===== src/rtl/spi_master_io.sv =====
// spi_master_io: memory-mapped SPI mode-0 byte shifter for the j1 IO bus.
// The core decodes two IO addresses. One is a data register: a write starts a
// transfer and a read returns the received byte. The other is a
// control/status register. The core drives the flash pins directly and
// returns read data on a bus that the top level ORs into io_din.
module spi_master_io #(
    parameter logic [15:0] ADDR_DATA = 16'd320,
    parameter logic [15:0] ADDR_CTRL = 16'd321,
    parameter logic [7:0]  CLKDIV    = 8'd2
) (
    input  logic        clk,
    input  logic        resetq,
    input  logic        io_wr,
    input  logic        io_rd,
    input  logic [15:0] mem_addr,
    input  logic [15:0] dout,
    output logic [15:0] rd_data,
    output logic        spi_sck,
    output logic        spi_mosi,
    input  logic        spi_miso,
    output logic        spi_cs_n,
    output logic        busy
);

    typedef enum logic [1:0] {
        IDLE     = 2'd0,
        SHIFT_LO = 2'd1,
        SHIFT_HI = 2'd2
    } state_t;

    state_t      state_q, state_d;
    logic [7:0]  tx_sr_q, tx_sr_d;
    logic [7:0]  rx_sr_q, rx_sr_d;
    logic [7:0]  rx_byte_q, rx_byte_d;
    logic        cs_q, cs_d;
    logic        done_q, done_d;
    logic [2:0]  bitcnt_q, bitcnt_d;
    logic [7:0]  divcnt_q, divcnt_d;
    logic        mosi_q, mosi_d;

    logic        sel_data;
    logic        sel_ctrl;
    logic        div_last;
    logic        unused_dout_hi;

    assign sel_data       = (mem_addr == ADDR_DATA);
    assign sel_ctrl       = (mem_addr == ADDR_CTRL);
    assign div_last       = (divcnt_q == (CLKDIV - 8'd1));
    assign unused_dout_hi = ^dout[15:8];

    assign busy     = (state_q != IDLE);
    assign spi_sck  = (state_q == SHIFT_HI);
    assign spi_cs_n = ~cs_q;
    assign spi_mosi = mosi_q;

    // Next-state logic: bus decode, bit timing and shifting; completion overrides a same-cycle read clear of done
    always_comb begin
        state_d   = state_q;
        tx_sr_d   = tx_sr_q;
        rx_sr_d   = rx_sr_q;
        rx_byte_d = rx_byte_q;
        cs_d      = cs_q;
        done_d    = done_q;
        bitcnt_d  = bitcnt_q;
        divcnt_d  = divcnt_q;

        if (io_rd && sel_data) begin
            done_d = 1'b0;
        end

        case (state_q)
            IDLE: begin
                if (io_wr && sel_ctrl) begin
                    cs_d = dout[0];
                end
                if (io_wr && sel_data) begin
                    tx_sr_d  = dout[7:0];
                    bitcnt_d = 3'd0;
                    divcnt_d = 8'd0;
                    done_d   = 1'b0;
                    state_d  = SHIFT_LO;
                end
            end
            SHIFT_LO: begin
                if (div_last) begin
                    divcnt_d = 8'd0;
                    rx_sr_d  = {rx_sr_q[6:0], spi_miso};
                    state_d  = SHIFT_HI;
                end else begin
                    divcnt_d = divcnt_q + 8'd1;
                end
            end
            SHIFT_HI: begin
                if (div_last) begin
                    divcnt_d = 8'd0;
                    if (bitcnt_q == 3'd7) begin
                        rx_byte_d = rx_sr_q;
                        done_d    = 1'b1;
                        state_d   = IDLE;
                    end else begin
                        tx_sr_d  = {tx_sr_q[6:0], 1'b0};
                        bitcnt_d = bitcnt_q + 3'd1;
                        state_d  = SHIFT_LO;
                    end
                end else begin
                    divcnt_d = divcnt_q + 8'd1;
                end
            end
            default: begin
                state_d = IDLE;
            end
        endcase

        mosi_d = mosi_q;
        if (state_d != IDLE) begin
            mosi_d = tx_sr_d[7];
        end
    end

    // Read-back mux: zero unless one of our two addresses is selected
    always_comb begin
        rd_data = 16'd0;
        if (sel_data) begin
            rd_data = {8'd0, rx_byte_q};
        end else if (sel_ctrl) begin
            rd_data = {13'd0, done_q, busy, cs_q};
        end
    end

    // State registers with synchronous active-low reset that aborts any transfer
    always_ff @(posedge clk) begin
        if (!resetq) begin
            state_q   <= IDLE;
            tx_sr_q   <= 8'd0;
            rx_sr_q   <= 8'd0;
            rx_byte_q <= 8'd0;
            cs_q      <= 1'b0;
            done_q    <= 1'b0;
            bitcnt_q  <= 3'd0;
            divcnt_q  <= 8'd0;
            mosi_q    <= 1'b0;
        end else begin
            state_q   <= state_d;
            tx_sr_q   <= tx_sr_d;
            rx_sr_q   <= rx_sr_d;
            rx_byte_q <= rx_byte_d;
            cs_q      <= cs_d;
            done_q    <= done_d;
            bitcnt_q  <= bitcnt_d;
            divcnt_q  <= divcnt_d;
            mosi_q    <= mosi_d;
        end
    end

endmodule


===== config.mk =====
export PLATFORM = sky130hd
export DESIGN_NAME = spi_master_io
export DESIGN_NICKNAME = d
export VERILOG_FILES = /design/src/rtl/spi_master_io.sv
export SDC_FILE = /design/constraint.sdc
export NUM_CORES = 1
export LEC_CHECK = 0
export ABC_AREA = 0
export BUFFER_PORTS_ARGS = -buffer_cell sky130_fd_sc_hd__clkbuf_2
export CAP_MARGIN = 20
export CORE_UTILIZATION = 39
export CTS_CLUSTER_SIZE = 30
export DETAILED_ROUTE_END_ITERATION = 6
export GPL_TIMING_DRIVEN = 0
export PLACE_DENSITY = 0.7
export SLEW_MARGIN = 10
export SYNTH_ARGS = -nofsm -noshare
export SYNTH_HDL_FRONTEND = slang
export SYNTH_SLANG_ARGS = --single-unit
export TNS_END_PERCENT = 20

===== constraint.sdc =====
create_clock -name clk -period 7.05 [get_ports clk]
set_input_delay 0.705 -clock clk [delete_from_list [all_inputs] [get_ports clk]]
set_output_delay 0.705 -clock clk [all_outputs]
set_load 0.01 [all_outputs]

==> results of run 1 <==
## logic make-up after synthesis
| kind of cell | synth area share [%] |
|---|---|
| muxes | 6.184 |
| xor gates and xnor gates | 3.030 |
| AOI/OAI and AO/OA | 13.11 |
| other | 0.1854 |
| buffers and inverters | 6.618 |
| DFF | 39.58 |
| adders and majority gates | 4.948 |
| and+or+nand+nor | 26.34 |
## flip-flops by register name (all words and copies together), names as in the netlist
name,cells
done_q,1
tx_sr_q,8
rx_sr_q,8
cs_q,1
spi_mosi,1
bitcnt_q,3
rx_byte_q,8
state_q,2
divcnt_q,8
## tightest hold or removal path, cell delays in order, from the launching register on
cell and delay (ns):
dfxtp_1 0.32, nand2_1 0.05, a21oi_1 0.05
## path summary, 6_finish.rpt
path / slack (ns) / end / cells past startpoint
setup / recovery: 4.16 / rd_data[6] / 6
hold / removal: 0.46 / bitcnt_q[2] / 2
setup reg to reg: 4.43 / spi_mosi / 7
hold reg to reg: 0.46 / bitcnt_q[2] / 2
## through the flow
| stage | utilization (%) | hold slack [ns] | cells | area [µm²] | setup WS (ns) |
|---|---|---|---|---|---|
| 2_1_floorplan | - | 0.4312 | 246 | 2049 | 4.577 |
| 3_3_place_gp | 48.03 | 0.4429 | 352 | 2328 | 4.232 |
| 3_5_place_dp | 48.03 | 0.4479 | 352 | 2328 | 4.160 |
| 4_1_cts | 49.94 | 0.4634 | 360 | 2421 | 4.141 |
| 5_1_grt | 49.94 | 0.4852 | 360 | 2421 | 3.994 |
| 6_report | 49.94 | 0.4619 | 360 | 2421 | 4.159 |
## synth_stat cells, drive strengths merged, types with 2 or more instances
cell type and n:
mux2i 11, a21oi 20, a22o 3, dfxtp 40, nor2 29, o21ai 3
xor2 5, nand3 13, inv 7, nand2 26, clkbuf 10, xnor2 2
buf 10, nor3 6, ha 8, and3 2, a221oi 4, nand2b 3
and2 9, nand4 5, nor4 4, a211oi 2
## cell type report
| class | instances | area, µm² |
|---|---|---|
| fill | 472 | 2427 |
| inverter | 7 | 26.28 |
| sequential | 40 | 800.8 |
| timing repair buffer | 39 | 195.2 |
| buffer | 20 | 107.6 |
| multi-input combinational | 179 | 1115 |
| tap | 67 | 83.83 |
| clock buffer | 6 | 82.58 |
| clock inverter | 2 | 10.01 |
## cells in the final DEF, fill, tap and decap left out, types with 2 or more instances in the layout
cell / synthesis / routed
a211oi_1: 2 / 2
a21oi_1: 20 / 20
a221oi_1: 4 / 4
a22o_1: 3 / 3
and2_1: 9 / 9
and3_1: 2 / 2
buf_2: 2 / 2
buf_4: 8 / 8
clkbuf_1: 10 / 10
clkbuf_2: 0 / 39
clkbuf_8: 0 / 6
clkinv_2: 0 / 2
conb_1: 1 / 8
dfxtp_1: 40 / 40
ha_1: 8 / 8
inv_1: 7 / 7
mux2i_1: 11 / 11
nand2_1: 26 / 26
nand2b_1: 3 / 3
nand3_1: 13 / 13
nand4_1: 5 / 5
nor2_1: 29 / 29
nor3_1: 5 / 5
nor4_1: 3 / 3
o21ai_1: 2 / 2
xnor2_1: 2 / 2
xor2_1: 5 / 5
## layer usage
metal,wire length [µm],vias up
met2,2111,43
li1,-,921
met1,2044,820
met5,0,-
met3,165,2
met4,18,0
## where the power goes
group / total [mW] / internal, mW / switching (mW)
Sequential: 0.226 / 0.226 / 0.000000666
Combinational: 0.0213 / 0.0101 / 0.0113
Clock: 0.154 / 0.0781 / 0.0759
==> results by group, run 1 <==
Clocking
  • Buffer depth of the longest clock path: 2
  • Num CTS Buffers: 5
  • Clock sink total: 40
  • Post-CTS setup repair buffer count: 0
  • Clk_lat worst skew: 0.28 ns
  • Root Buffer Master: clkbuf_8
  • Worst-path clk slew: 0.08 ns
  • CTS tree: built
  • Post-CTS sizing: 0
  • Hold_buf cts: 0
  • H-tree level count: 2

STA
  • Count of final setup violators: 0
  • Setup TNS: 0 ns
  • Final period util: 41.00%
  • RSZ-0062 raised after global routing: false
  • Worst Skew: between 0.008 and 0.009 ns
  • F_max: between 0.3 and 0.4 GHz
  • Count of pins over their slew limit: 0
  • Final Critical Period: 2.891 ns
  • Final hold vios: 0
  • Worst Max-Slew Pin Slew: 0.5317 ns
  • Worst rel slew slack: between 60% and 70%

Floorplanning
  • Die area: ~0.0055 mm²
  • Cell Rows: 25
  • Core Footprint: 0.004848 mm²
  • Chip width: 74.03 µm
  • Initial Utilization: 41.73%
  • Die height: 74.03 µm
  • I/O pin cnt: 57

Synthesis
  • Yosys warning count: 0
  • Seq/Total Area, Yosys: between 30% and 40%
  • Cell taking the most area after synthesis: dfxtp_1
  • Asr flop ratio synth: 0%
  • Top cell type's share of synthesized area: 39.58%
  • #FFs+latches synth: 40
  • Syn Area/Cell: 8.465 µm²
  • Synth cell types: 43
  • Number of flops mapped to enable cells by yosys: 0
  • Mapped cell area: 0.002023 mm²
  • Main synth FF type: dfxtp_1
  • Leading cell types by total area after synthesis: dfxtp_1, mux2i_1, nor2_1
  • Post-synthesis cell count: 239

Worst setup path
  • WP buf/inv: 3
  • CP startpoint kind: input pin
  • Critical R2R Launch: divcnt_q[0]
  • Worst setup path start: mem_addr[10]
  • Critical path class: in -> out
  • CP most frequent cell: clkbuf_2
  • CP required: 6.34 ns
  • CP Data Arrival Time: 2.19 ns
  • CP Capture Type: output pin
  • Critical path's largest stage delay: 0.38 ns
  • Crit-path max FO: 10
  • Worst path slowest cell: clkbuf_1
  • Critical-path cell list: clkbuf_2, nor4_1, and4_1, clkbuf_1, and2_1, clkbuf_2
  • Top delay family on crit path: simple AND/OR/NAND/NOR gates

Hold path
  • Hold Path Origin: bitcnt_q[2]
  • Hold Crit Class: reg -> reg

Power and ir drop
  • Power Density: between 150 and 200 mW/mm²
  • Peak supply drop: 0.00009677 V
  • Leak: 1.007 nW
  • Overall power: 401.1 µW

Global route
  • Global-route wire length before repair: 7189 µm
  • Busiest layer in global routing: met2
  • Met3 Track Usage GR: 4.065%
  • Met2 Use GR: 29.70%
  • Initial antenna violation count: 0
  • Total grt overflow: 0
  • GRT Overall Usage: between 10% and 20%
  • Largest net degree at the start of global routing: 13
  • GR Util met1: between 20% and 30%
  • Vias in the first global route: 1631

Cells and area
  • Layout cell share with drive strength beyond 1: between 20% and 30%
  • N_diodes: 0
  • Synth-to-Final Area Change: 19.67%
  • Fin nets: 337

Place
  • Detailed Place HPWL: 3258 µm
  • IO Port Bufs: 39
  • Routability cong.: slightly above 0.8

Routing
  • DRT Wirelength: around 4300 µm
  • DR pass1 iterations: 4
  • Antenna-violating nets left: 0
  • DR DRC count: 0
  • Initial DRC count: 79
  • Via count: about 1800
  • DR vias/cell: 4.961
  • WL/cell: ~12 µm

Flow run
  • Number of max-cap violations: 0

Status
  • Outcome: finished, final reports clean
No activity file was read; power rests on OpenSTA's default activity.
==> inputs of run 2 (changes only) <==
ABC_AREA = 1   (was 0)
PLACE_DENSITY = 0.69   (was 0.7)
clock period = 3 ns   (was 7.05 ns; I/O delays follow)
==> results by group, run 2 <==
Global route
  • Global-route wire length before repair: 8438 µm (was 7189 µm)
  • Initial antenna violation count: 0 (unchanged)
  • GRT Overall Usage: 17.57% (was 17.07%)
  • Largest net degree at the start of global routing: 12 (was 13)
  • Vias in the first global route: 1995 (was 1631)
  • Total grt overflow: 0 (unchanged)

Floorplanning
  • Chip width: 76.87 µm (was 74.03 µm)
  • Core Footprint: 0.005238 mm² (was 0.004848 mm²)
  • I/O pin cnt: 57 (unchanged)
  • Die area: 0.005908 mm² (was 0.005480 mm²)
  • Cell Rows: 26 (was 25)
  • Initial Utilization: 41.73% (about the same)
  • Die height: 76.87 µm (was 74.03 µm)

Clocking
  • Post-CTS setup repair buffer count: 0 (unchanged)
  • Clk_lat worst skew: 0.29 ns (was 0.28 ns)
  • Root Buffer Master: clkbuf_8 (unchanged)
  • Worst-path clk slew: 0.07 ns (was 0.08 ns)
  • Clock sink total: 40 (unchanged)
  • CTS tree: built (unchanged)
  • Num CTS Buffers: 5 (unchanged)
  • Buffer depth of the longest clock path: 2 (unchanged)
  • Hold_buf cts: 0 (unchanged)
  • Post-CTS sizing: 0 (unchanged)
  • H-tree level count: 2 (unchanged)

Routing
  • DRT Wirelength: 4787 µm (was 4339 µm)
  • Highest metal used: met4 (unchanged)
  • DR pass1 iterations: 4 (unchanged)
  • Via count: 2085 (was 1786)
  • DR DRC count: 0 (unchanged)
  • Metal2 WL: 2251 µm (was 2111 µm)
  • WL/cell: 10.88 µm (was 12.05 µm)
  • Met3 Wirelength: 220 µm (was 165 µm)
  • Initial DRC count: 104 (was 79)
  • DR vias/cell: 4.739 (was 4.961)
  • Post-Route M1 WL: 2242 µm (was 2044 µm)
  • Antenna-violating nets left: 0 (unchanged)

Cells and area
  • Non-filler cells, final: 440 (was 360)
  • Commonest non-fill, non-tap cell in the layout: nor2_1 (was dfxtp_1)
  • Most frequent cells in the layout: nor2_1, inv_1, nand2_1, dfxtp_1, clkbuf_2 (was dfxtp_1, clkbuf_2, nor2_1, nand2_1, a21oi_1)
  • Fin nets: 414 (was 337)
  • Synth-to-Final Area Change: 18.49% (was 19.67%)
  • Layout cell share with drive strength beyond 1: 20.54% (was 22.18%)
  • N_diodes: 0 (unchanged)
  • Filler cell count: 540 (was 472)

STA
  • Final Critical Period: 2.040 ns
  • RSZ-0062 raised after global routing: false (unchanged)
  • Worst Max-Slew Pin Slew: 0.7111 ns (was 0.5317 ns)
  • Worst rel slew slack: 52.09% (was 64.55%)
  • Setup TNS: 0 ns (unchanged)
  • Final period util: 67.99%
  • Count of pins over their slew limit: 0 (unchanged)
  • Count of final setup violators: 0 (unchanged)
  • Worst Skew: 0.003868 ns (was 0.008784 ns)
  • Final hold vios: 0 (unchanged)
  • F_max: 0.4903 GHz

Synthesis
  • Dominant cell by count in the synthesized netlist: nor2_1 (was dfxtp_1)
  • Cell taking the most area after synthesis: dfxtp_1 (unchanged)
  • Post-synthesis cell count: 315 (was 239)
  • Syn Area/Cell: 6.939 µm² (was 8.465 µm²)
  • Leading cell types by total area after synthesis: dfxtp_1, nor2_1, inv_1 (was dfxtp_1, mux2i_1, nor2_1)
  • Post-synth top cells: nor2_1, inv_1, nand2_1, dfxtp_1, o21ai_0 (was dfxtp_1, nor2_1, nand2_1, a21oi_1, nand3_1)
  • Main synth FF type: dfxtp_1 (unchanged)
  • Number of flops mapped to enable cells by yosys: 0 (unchanged)
  • Yosys warning count: 0 (unchanged)
  • Asr flop ratio synth: 0% (unchanged)
  • Synth cell types: 33 (was 43)
  • Seq/Total Area, Yosys: 36.63% (was 39.58%)
  • Mapped cell area: 0.002186 mm² (was 0.002023 mm²)
  • #FFs+latches synth: 40 (unchanged)
  • Top cell type's share of synthesized area: 36.63% (was 39.58%)

Worst setup path
  • Critical R2R Launch: state_q[0] (was divcnt_q[0])
  • CP startpoint kind: flip-flop (was input pin)
  • Critical path class: reg -> reg (was in -> out)
  • Critical path's largest stage delay: 0.34 ns (was 0.38 ns)
  • Worst r2r path cells: 9 (was 7)
  • Crit-path max FO: 10 (unchanged)
  • Critical-path cell list: inv_1, ha_1, clkbuf_1, nand2_1, nor2_1, inv_1, buf_2, o21ai_0, a21oi_1 (was clkbuf_2, nor4_1, and4_1, clkbuf_1, and2_1, clkbuf_2)
  • WP buf/inv: 4 (was 3)
  • Top delay family on crit path: buffers and inverters (was simple AND/OR/NAND/NOR gates)
  • CP Data Arrival Time: 2.22 ns (was 2.19 ns)
  • R2R Setup Slk: 0.96 ns (was 4.43 ns)
  • RR Endpoint: rx_byte_q[6] (was spi_mosi)
  • CP most frequent cell: inv_1 (was clkbuf_2)
  • CP Capture Type: flip-flop (was output pin)
  • Worst path slowest cell: dfxtp_1 (was clkbuf_1)
  • CP required: 3.18 ns (was 6.34 ns)

Place
  • Placed insts: 432 (was 352)
  • Detailed Place HPWL: 3577 µm (was 3258 µm)
  • IO Port Bufs: 40 (was 39)
  • Routability cong.: 0.8417 (was 0.8162)

Hold path
  • Hold Crit Class: in -> reg (was reg -> reg)
  • Hold Path Origin: spi_miso (was bitcnt_q[2])
  • WHS Endpoint: rx_sr_q[0] (was bitcnt_q[2])
  • Worst hold path cell count: 3 (was 2)

Power and ir drop
  • Overall power: 959.3 µW (was 401.1 µW)
  • Peak supply drop: 0.0002660 V (was 0.00009677 V)
  • Power Density: 370.4 mW/mm² (was 165.7 mW/mm²)
  • Leak: 1.109 nW (was 1.007 nW)

Status
  • Outcome: finished, final reports clean (unchanged)

Flow run
  • Number of max-cap violations: 0 (unchanged)
## run 2: cell types whose count changed in the layout (fill, tap and decap cells not counted), moves of 4 or more
cell      before  now
xor2_1         5    1
nor2_1        29   48
o21a_1         0    4
a21oi_1       20   26
nor2_2         0    5
inv_1          7   42
o21ai_0        1   31
a221oi_1       4    0
mux2i_1       11    0
nand3_1       13   18
nand2_1       26   42
and2_1         9    0
## run 2: worst max-delay path by stage
| stage | start | endpoint | slack, ns | cells past startpoint |
|---|---|---|---|---|
| floorplan | state_q[0] | rx_byte_q[6] | 1.32 | 9 |
| global placement | state_q[0] | rx_byte_q[6] | 0.97 | 9 |
| detailed placement | state_q[0] | rx_byte_q[6] | 0.95 | 9 |
| CTS | state_q[0] | rx_byte_q[6] | 0.93 | 9 |
| global route | state_q[0] | divcnt_q[3] | 0.70 | 7 |
| finish | state_q[0] | rx_byte_q[6] | 0.96 | 9 |
## run 2: report_power, final
part	internal [mW]	total, mW	leakage (nW)	switching, mW
Clock	0.188	0.375	0.0455	0.187
Sequential	0.530	0.530	0.322	0.00000247
Combinational	0.0254	0.0542	0.742	0.0288
## run 2: tightest hold or removal path, cell delays in order
cell and delay (ns):
clkbuf_2 0.07, o21ai_0 0.07, nor2_1 0.10
## run 2: final cells by class
type | instances | area [µm²] | share of cell area (%)
clock buffer | 8 | 90.09 | 3.478
inverter | 43 | 161.4 | 6.232
timing repair buffer | 40 | 200.2 | 7.729
buffer | 18 | 111.4 | 4.300
tap | 70 | 87.58 | 3.382
sequential | 40 | 800.8 | 30.92
multi-input combinational | 221 | 1139 | 43.96
## run 2: stage by stage
stage	cell area, µm²	utilization (%)	hold WS, ns	worst slack [ns]
floorplan	2212	-	0.4245	1.315
global placement	2500	47.73	0.4359	0.9749
detailed placement	2500	47.73	0.4458	0.9453
CTS	2590	49.45	0.2776	0.9349
global route	2590	49.45	0.3082	0.7005
finish	2590	49.45	0.2842	0.9604
## run 2: cell families after synthesis
kind of cell / after synthesis / synth area share [%]
buffers and inverters: 61 / 12.48
flip-flops: 40 / 36.63
other: 1 / 0.1716
adder cells (fa/ha/maj): 8 / 4.579
AO/OA/AOI/OAI: 68 / 17.17
XOR/XNOR: 1 / 0.4008
AND/OR/NAND/NOR: 136 / 28.56
## run 2: per-layer routing
metal  GRT usage, %  vias up
li1               -     1108
met1          20.86      930
met2          30.36       41
met3          3.452        6
met4          7.885        0
met5              0        -
